<file path="src/rtl/shift_pkg.sv">
// shift_pkg: shared definitions for the multi-cycle shift engine.
//
// The function codes are shared by the instruction decoder, the single-cycle
// combinational shifter and shift_seq, so either shifter can be driven by the
// decoder unchanged.
//
// Contents:
//   SH_SLL / SH_SRL / SH_SRA / SH_ROR  2-bit function codes
//   shift_state_t                      sequencer state (IDLE, RUN, DONE)
//   DataWidth / AmtWidth               operand and shift-amount widths
//   min_amt()                          smaller of two shift amounts
package shift_pkg;

  localparam int unsigned DataWidth = 32;
  localparam int unsigned AmtWidth  = 5;

  localparam logic [1:0] SH_SLL = 2'b00;
  localparam logic [1:0] SH_SRL = 2'b01;
  localparam logic [1:0] SH_SRA = 2'b11;
  localparam logic [1:0] SH_ROR = 2'b10;

  typedef enum logic [1:0] {
    IDLE = 2'd0,
    RUN  = 2'd1,
    DONE = 2'd2
  } shift_state_t;

  function automatic logic [AmtWidth-1:0] min_amt(input logic [AmtWidth-1:0] a,
                                                 input logic [AmtWidth-1:0] b);
    return (a < b) ? a : b;
  endfunction

endpackage

</file>
<file path="src/rtl/shift_step.sv">
// shift_step: one combinational shift stage of the multi-cycle shift engine.
//
// Shifts data_i by amt_i positions according to fn_i. SRA fills with the
// externally supplied sign_i rather than data_i[31], so a multi-step SRA keeps
// replicating the original operand's sign no matter what the partially
// shifted MSB currently holds.
//
// Configuration macro: SHIFT_SEQ_ROTATE_EN
//   defined   : SH_ROR rotates right.
//   undefined : SH_ROR yields zero.
//
// Ports:
//   data_i  [31:0]  data to shift
//   amt_i   [4:0]   shift amount for this stage
//   fn_i    [1:0]   function code (SH_SLL/SH_SRL/SH_SRA/SH_ROR)
//   sign_i          fill bit for SRA
//   data_o  [31:0]  shifted data
module shift_step
  import shift_pkg::*;
(
  input  logic [DataWidth-1:0] data_i,
  input  logic [AmtWidth-1:0]  amt_i,
  input  logic [1:0]           fn_i,
  input  logic                 sign_i,
  output logic [DataWidth-1:0] data_o
);

  logic [DataWidth-1:0] srl_val;
  logic [DataWidth-1:0] fill_mask;

  assign srl_val   = data_i >> amt_i;
  // Ones in the top amt_i bit positions: the bits vacated by a right shift.
  assign fill_mask = ~({DataWidth{1'b1}} >> amt_i);

`ifdef SHIFT_SEQ_ROTATE_EN
  logic [5:0]           rot_back;
  logic [DataWidth-1:0] ror_val;

  // A left shift by 32 (amt_i == 0) yields zero, so no special case needed.
  assign rot_back = 6'd32 - {1'b0, amt_i};
  assign ror_val  = srl_val | (data_i << rot_back);
`endif

  always_comb begin
    data_o = '0;
    unique case (fn_i)
      SH_SLL: data_o = data_i << amt_i;
      SH_SRL: data_o = srl_val;
      SH_SRA: data_o = srl_val | (fill_mask & {DataWidth{sign_i}});
`ifdef SHIFT_SEQ_ROTATE_EN
      SH_ROR: data_o = ror_val;
`else
      SH_ROR: data_o = '0;
`endif
    endcase
  end

endmodule

</file>
<file path="src/rtl/shift_seq.sv">
// shift_seq: multi-cycle shift engine for the NPC execute stage.
//
// Accepts an operand, shift amount and function code on a valid/ready request
// port, shifts STEP_BITS positions per RUN cycle and presents the result on a
// valid/ready response port. Latency from accept to first out_valid is
// 1 + ceil(in_y / STEP_BITS) cycles. Operations never overlap.
//
// Configuration macro: SHIFT_SEQ_ROTATE_EN
//   defined   : fn 2'b10 rotates right, same latency rule as the shifts.
//   undefined : fn 2'b10 returns zero with a latency of one cycle.
//
// Parameters:
//   STEP_BITS  bit positions per RUN cycle; legal values 1, 2, 4, 8, 16
//
// Ports:
//   clk        clock, all state on rising edge
//   rst_n      asynchronous active-low reset
//   flush      synchronous abort; wins over in_valid and out_ready
//   in_valid   request valid
//   in_ready   request ready (IDLE only)
//   in_x       [31:0] operand
//   in_y       [4:0]  shift amount
//   in_fn      [1:0]  function code
//   out_valid  result valid (DONE only)
//   out_ready  result consumed
//   out_data   [31:0] result, held stable while stalled
//   busy       high in RUN or DONE
module shift_seq
  import shift_pkg::*;
#(
  parameter int unsigned STEP_BITS = 1
) (
  input  logic                 clk,
  input  logic                 rst_n,
  input  logic                 flush,
  input  logic                 in_valid,
  output logic                 in_ready,
  input  logic [DataWidth-1:0] in_x,
  input  logic [AmtWidth-1:0]  in_y,
  input  logic [1:0]           in_fn,
  output logic                 out_valid,
  input  logic                 out_ready,
  output logic [DataWidth-1:0] out_data,
  output logic                 busy
);

  localparam logic [AmtWidth-1:0] StepMax = AmtWidth'(STEP_BITS);

  shift_state_t         state_q, state_d;
  logic [DataWidth-1:0] data_q, data_d;
  logic [AmtWidth-1:0]  rem_q, rem_d;
  logic [1:0]           fn_q, fn_d;
  logic                 sign_q, sign_d;

  logic [AmtWidth-1:0]  step_amt;
  logic [AmtWidth-1:0]  rem_next;
  logic [DataWidth-1:0] step_data;

  // The final step may be shorter than STEP_BITS.
  assign step_amt = min_amt(rem_q, StepMax);
  assign rem_next = rem_q - step_amt;

  shift_step u_shift_step (
    .data_i (data_q),
    .amt_i  (step_amt),
    .fn_i   (fn_q),
    .sign_i (sign_q),
    .data_o (step_data)
  );

  always_comb begin
    state_d = state_q;
    data_d  = data_q;
    rem_d   = rem_q;
    fn_d    = fn_q;
    sign_d  = sign_q;

    if (flush) begin
      // Abort discards the result; a request presented with flush is dropped.
      state_d = IDLE;
    end else begin
      unique case (state_q)
        IDLE: begin
          if (in_valid) begin
            data_d = in_x;
            rem_d  = in_y;
            fn_d   = in_fn;
            sign_d = in_x[DataWidth-1];
`ifndef SHIFT_SEQ_ROTATE_EN
            // Match the combinational shifter: code 2'b10 is zero, no RUN phase.
            if (in_fn == SH_ROR) begin
              data_d = '0;
              rem_d  = '0;
            end
`endif
            state_d = (rem_d == '0) ? DONE : RUN;
          end
        end
        RUN: begin
          data_d = step_data;
          rem_d  = rem_next;
          if (rem_next == '0) begin
            state_d = DONE;
          end
        end
        DONE: begin
          if (out_ready) begin
            state_d = IDLE;
          end
        end
        default: state_d = IDLE;
      endcase
    end
  end

  always_ff @(posedge clk or negedge rst_n) begin
    if (!rst_n) begin
      state_q <= IDLE;
      data_q  <= '0;
      rem_q   <= '0;
      fn_q    <= SH_SLL;
      sign_q  <= 1'b0;
    end else begin
      state_q <= state_d;
      data_q  <= data_d;
      rem_q   <= rem_d;
      fn_q    <= fn_d;
      sign_q  <= sign_d;
    end
  end

  // Pure state decodes: no combinational path from any input.
  assign in_ready  = (state_q == IDLE);
  assign out_valid = (state_q == DONE);
  assign busy      = (state_q == RUN) || (state_q == DONE);
  assign out_data  = data_q;

endmodule

</file>
<file path="config.mk">
export PLATFORM = sky130hd
export DESIGN_NAME = shift_seq
export DESIGN_NICKNAME = d
export VERILOG_FILES = /design/src/rtl/shift_pkg.sv /design/src/rtl/shift_step.sv /design/src/rtl/shift_seq.sv
export SDC_FILE = /design/constraint.sdc
export NUM_CORES = 1
export LEC_CHECK = 0
export BUFFER_PORTS_ARGS = -buffer_cell sky130_fd_sc_hd__buf_2
export CORE_UTILIZATION = 55
export CTS_CLUSTER_SIZE = 20
export DETAILED_ROUTE_END_ITERATION = 8
export HOLD_SLACK_MARGIN = 0.02
export PLACE_DENSITY = 0.92
export SYNTH_ARGS = -nofsm -noshare
export SYNTH_HDL_FRONTEND = slang
export SYNTH_SLANG_ARGS = --single-unit
</file>
<file path="constraint.sdc">
create_clock -name clk -period 3.94 [get_ports clk]
set_input_delay 0.197 -clock clk [delete_from_list [all_inputs] [get_ports clk]]
set_output_delay 0.197 -clock clk [all_outputs]
set_load 0.1 [all_outputs]
</file>
==> impl_metrics.ini <==
[route]
ant_nets = 0
routed_via_density = 6.63
firstDrtPassIters = 5
avgRoutedWirePerCell_microns = 16.9
num_vias = 2882
drt_iter0_drc = 476
wirelength_microns = 7360
drc_errors = 0

[setup_path]
crit_path_max_fanout = 23
start_kind = flop
crit_start = state_q[1]
path_buf_inv = 2
reg2reg_from = state_q[1]
timing.critical_path.to_type = flop
r2r_cells = 8
crit_type = flop to flop
crit_chain = inv_1 > ha_1 > mux2i_1 > or2_0 > a21oi_2 > buf_4 > nor2_1 > a311oi_1
crit_slowest_cell = ha_1
crit_arrival_ns = 3.21
ff2ff_setup_slack_ns = 0.93
rr_endpoint = out_data[12]
cp.required_ns = 4.14
slowest_delay_ns = 0.66
crit_family = simple AND/OR/NAND/NOR gates

[finish]
syn_to_final_growth_pct = 17.2
register_area_sq_um = 1050
drive_above_1_share = 0.265
n_antenna_cell = 0
fin_cells = 435
multi_input_area_sq_um = 1480
nNetsFinal = 428
final_util = 0.670
fillCellCount = 373
stdcell_area_sq_um = 3140

[grt]
grt_pass1_vias = 2674
antenna_found_initial = 0
grt_pass1_wl_microns = 12000
grt_overflow_total = 0
grt_max_degree = 57
grt_use_total = 0.291

[clock_tree]
ctsLongestPathBuffers = 2
cts_hold_buf = 0
clock_latency_ns = 0.30
cts_tree = done
post_cts_buffers = 0
clk_pin_slew_worst_paths_ns = 0.09
htree_num_levels = 2
root_buffer = clkbuf_8
ctsResizeCount = 0
numCtsBuffers = 5
clock-sinks = 42

[synthesis]
synth_edf_count = 0
synth_top_area_frac = 0.392
netlist_instances = 316
synth_nets = 364
synth_top_cell_by_area = dfrtp_1
synth_flop_cell = dfrtp_1
ys_seq_elements = 42
avgSynthCellArea_sq_um = 8.48
synth_cell_types = 52
synthArstFlopShare = 1.00
yosysSeqAreaShare = 0.392
yosysWarnings = 0
synth_top_cells_by_area = dfrtp_1 39%, a21oi_1 7.7%, o21ai_0 6.9%
netlist_area_sq_um = 2680

[floorplan]
io_pins = 79
rows = 25
fp.dieArea_sq_um = 5160
start_util = 0.571
core_sq_um = 4690
die_h_microns = 71.8
die_x_microns = 71.8

[sta]
final-max-slew-violation-count = 0
clock_skew_ns = 0.00847
rsz0062_at_grt = no
worstMarginPinSlew_ns = 1.15
relSlewSlack = 0.235
hold_violations = 0
clock.fmax_mhz = 332
setup_tns_ns = 0
fin_crit_ns = 3.01
timing.final.crit_share = 0.764
setup_viol = 0

[worst_hold_path]
hold_path_class = input pin to asynchronous set/reset pin

[place]
place_inst = 427
portBuffers = 78
place_area_sq_um = 3060
place_hpwl_microns = 4930
globalplace.congestion = 0.836

[outcome]
status = complete, no violations

[run]
maxCapViolations = 0
## worst register-to-register path, delay by kind of cell (launching register included)
kind / cells / cell delay (ns)
simple gates: 2 / 0.71
buf+inv: 2 / 0.39
compound gates: 2 / 0.54
fa+ha+maj: 1 / 0.66
mux: 1 / 0.18
flops: 1 / 0.41
## worst max-delay path by stage
| stage | endpoint | slack (ns) | cells after the start |
|---|---|---|---|
| 6_report | out_data[12] | 0.93 | 8 |
| 5_1_grt | out_data[19] | 0.64 | 8 |
| 4_1_cts | out_data[12] | 0.98 | 8 |
| 3_5_place_dp | out_data[12] | 1.05 | 8 |
| 3_3_place_gp | out_data[13] | 1.15 | 8 |
| 2_1_floorplan | out_data[25] | 1.26 | 8 |
## layout by cell type, fill, tap and decap left out, types with 3 or more instances in the layout
cell	instances
a21oi_1	41
nand2b_1	4
dfrtp_1	42
a22o_1	4
o21ai_1	14
nand2_1	14
nand3_1	11
a311oi_1	21
mux2i_1	10
buf_2	78
buf_4	6
clkbuf_8	5
o21ai_0	37
ha_1	4
inv_1	5
mux2_2	4
o221ai_1	3
nor2_1	36
## per-stage QoR
step	hold slack (ns)	worst slack, ns
2_1_floorplan	-0.0986	1.26
3_3_place_gp	0.393	1.15
3_5_place_dp	0.407	1.05
4_1_cts	0.0815	0.982
5_1_grt	0.122	0.645
6_report	0.0439	0.929
## cells in the mapped netlist, types with 2 or more instances
cell type and n:
a21oi_2 2, a32o_1 2, nor2_1 36, dfrtp_1 42
inv_1 5, nand2_1 14, a21o_1 2, a21oi_1 41
nor3b_1 2, a211oi_1 2, buf_2 5, nor3_1 2
ha_1 4, a22o_1 4, nand2b_1 4, mux2_2 4
clkbuf_1 17, o21ai_0 37, nand3_1 11, mux2i_1 10
a221oi_1 2, a311oi_1 21, buf_4 2, nor2b_1 2
o21ai_1 14, o221ai_1 3
## metal layers
metal	global-route usage	share of wire	wire length, microns	vias to the layer above
met5	0	0	0	-
met4	0.118	0.018	131	0
met3	0.0492	0.076	556	16
met2	0.466	0.49	3630	146
met1	0.392	0.41	3050	1401
li1	-	-	-	1319
## cell type report
| class | instances | share of cell area |
|---|---|---|
| multi-input combinational | 241 | 0.471 |
| clock inverter | 2 | 0.00438 |
| tap | 54 | 0.0215 |
| timing repair buffer | 84 | 0.139 |
| sequential | 42 | 0.335 |
| clock buffer | 6 | 0.0231 |
| inverter | 6 | 0.00717 |
## state kept, by name, summed over array words and instances, names as in the netlist
| signal | count |
|---|---|
| fn_q | 2 |
| out_data | 32 |
| rem_q | 5 |
| sign_q | 1 |
| state_q | 2 |
## cells by family (layout without fill, tap and decap cells)
logic type,Yosys count,after routing,share of synthesized area
adder cells (fa/ha/maj),4,4,0.0187
AO/OA/AOI/OAI,141,141,0.332
flip-flops,42,42,0.392
buffers and inverters,33,98,0.0583
multiplexers,14,14,0.0542
AND/OR/NAND/NOR,82,82,0.144
Power is left out: the tool's default activity adds up to more than one toggle a clock period on the data nets, which glitch-free logic cannot reach.
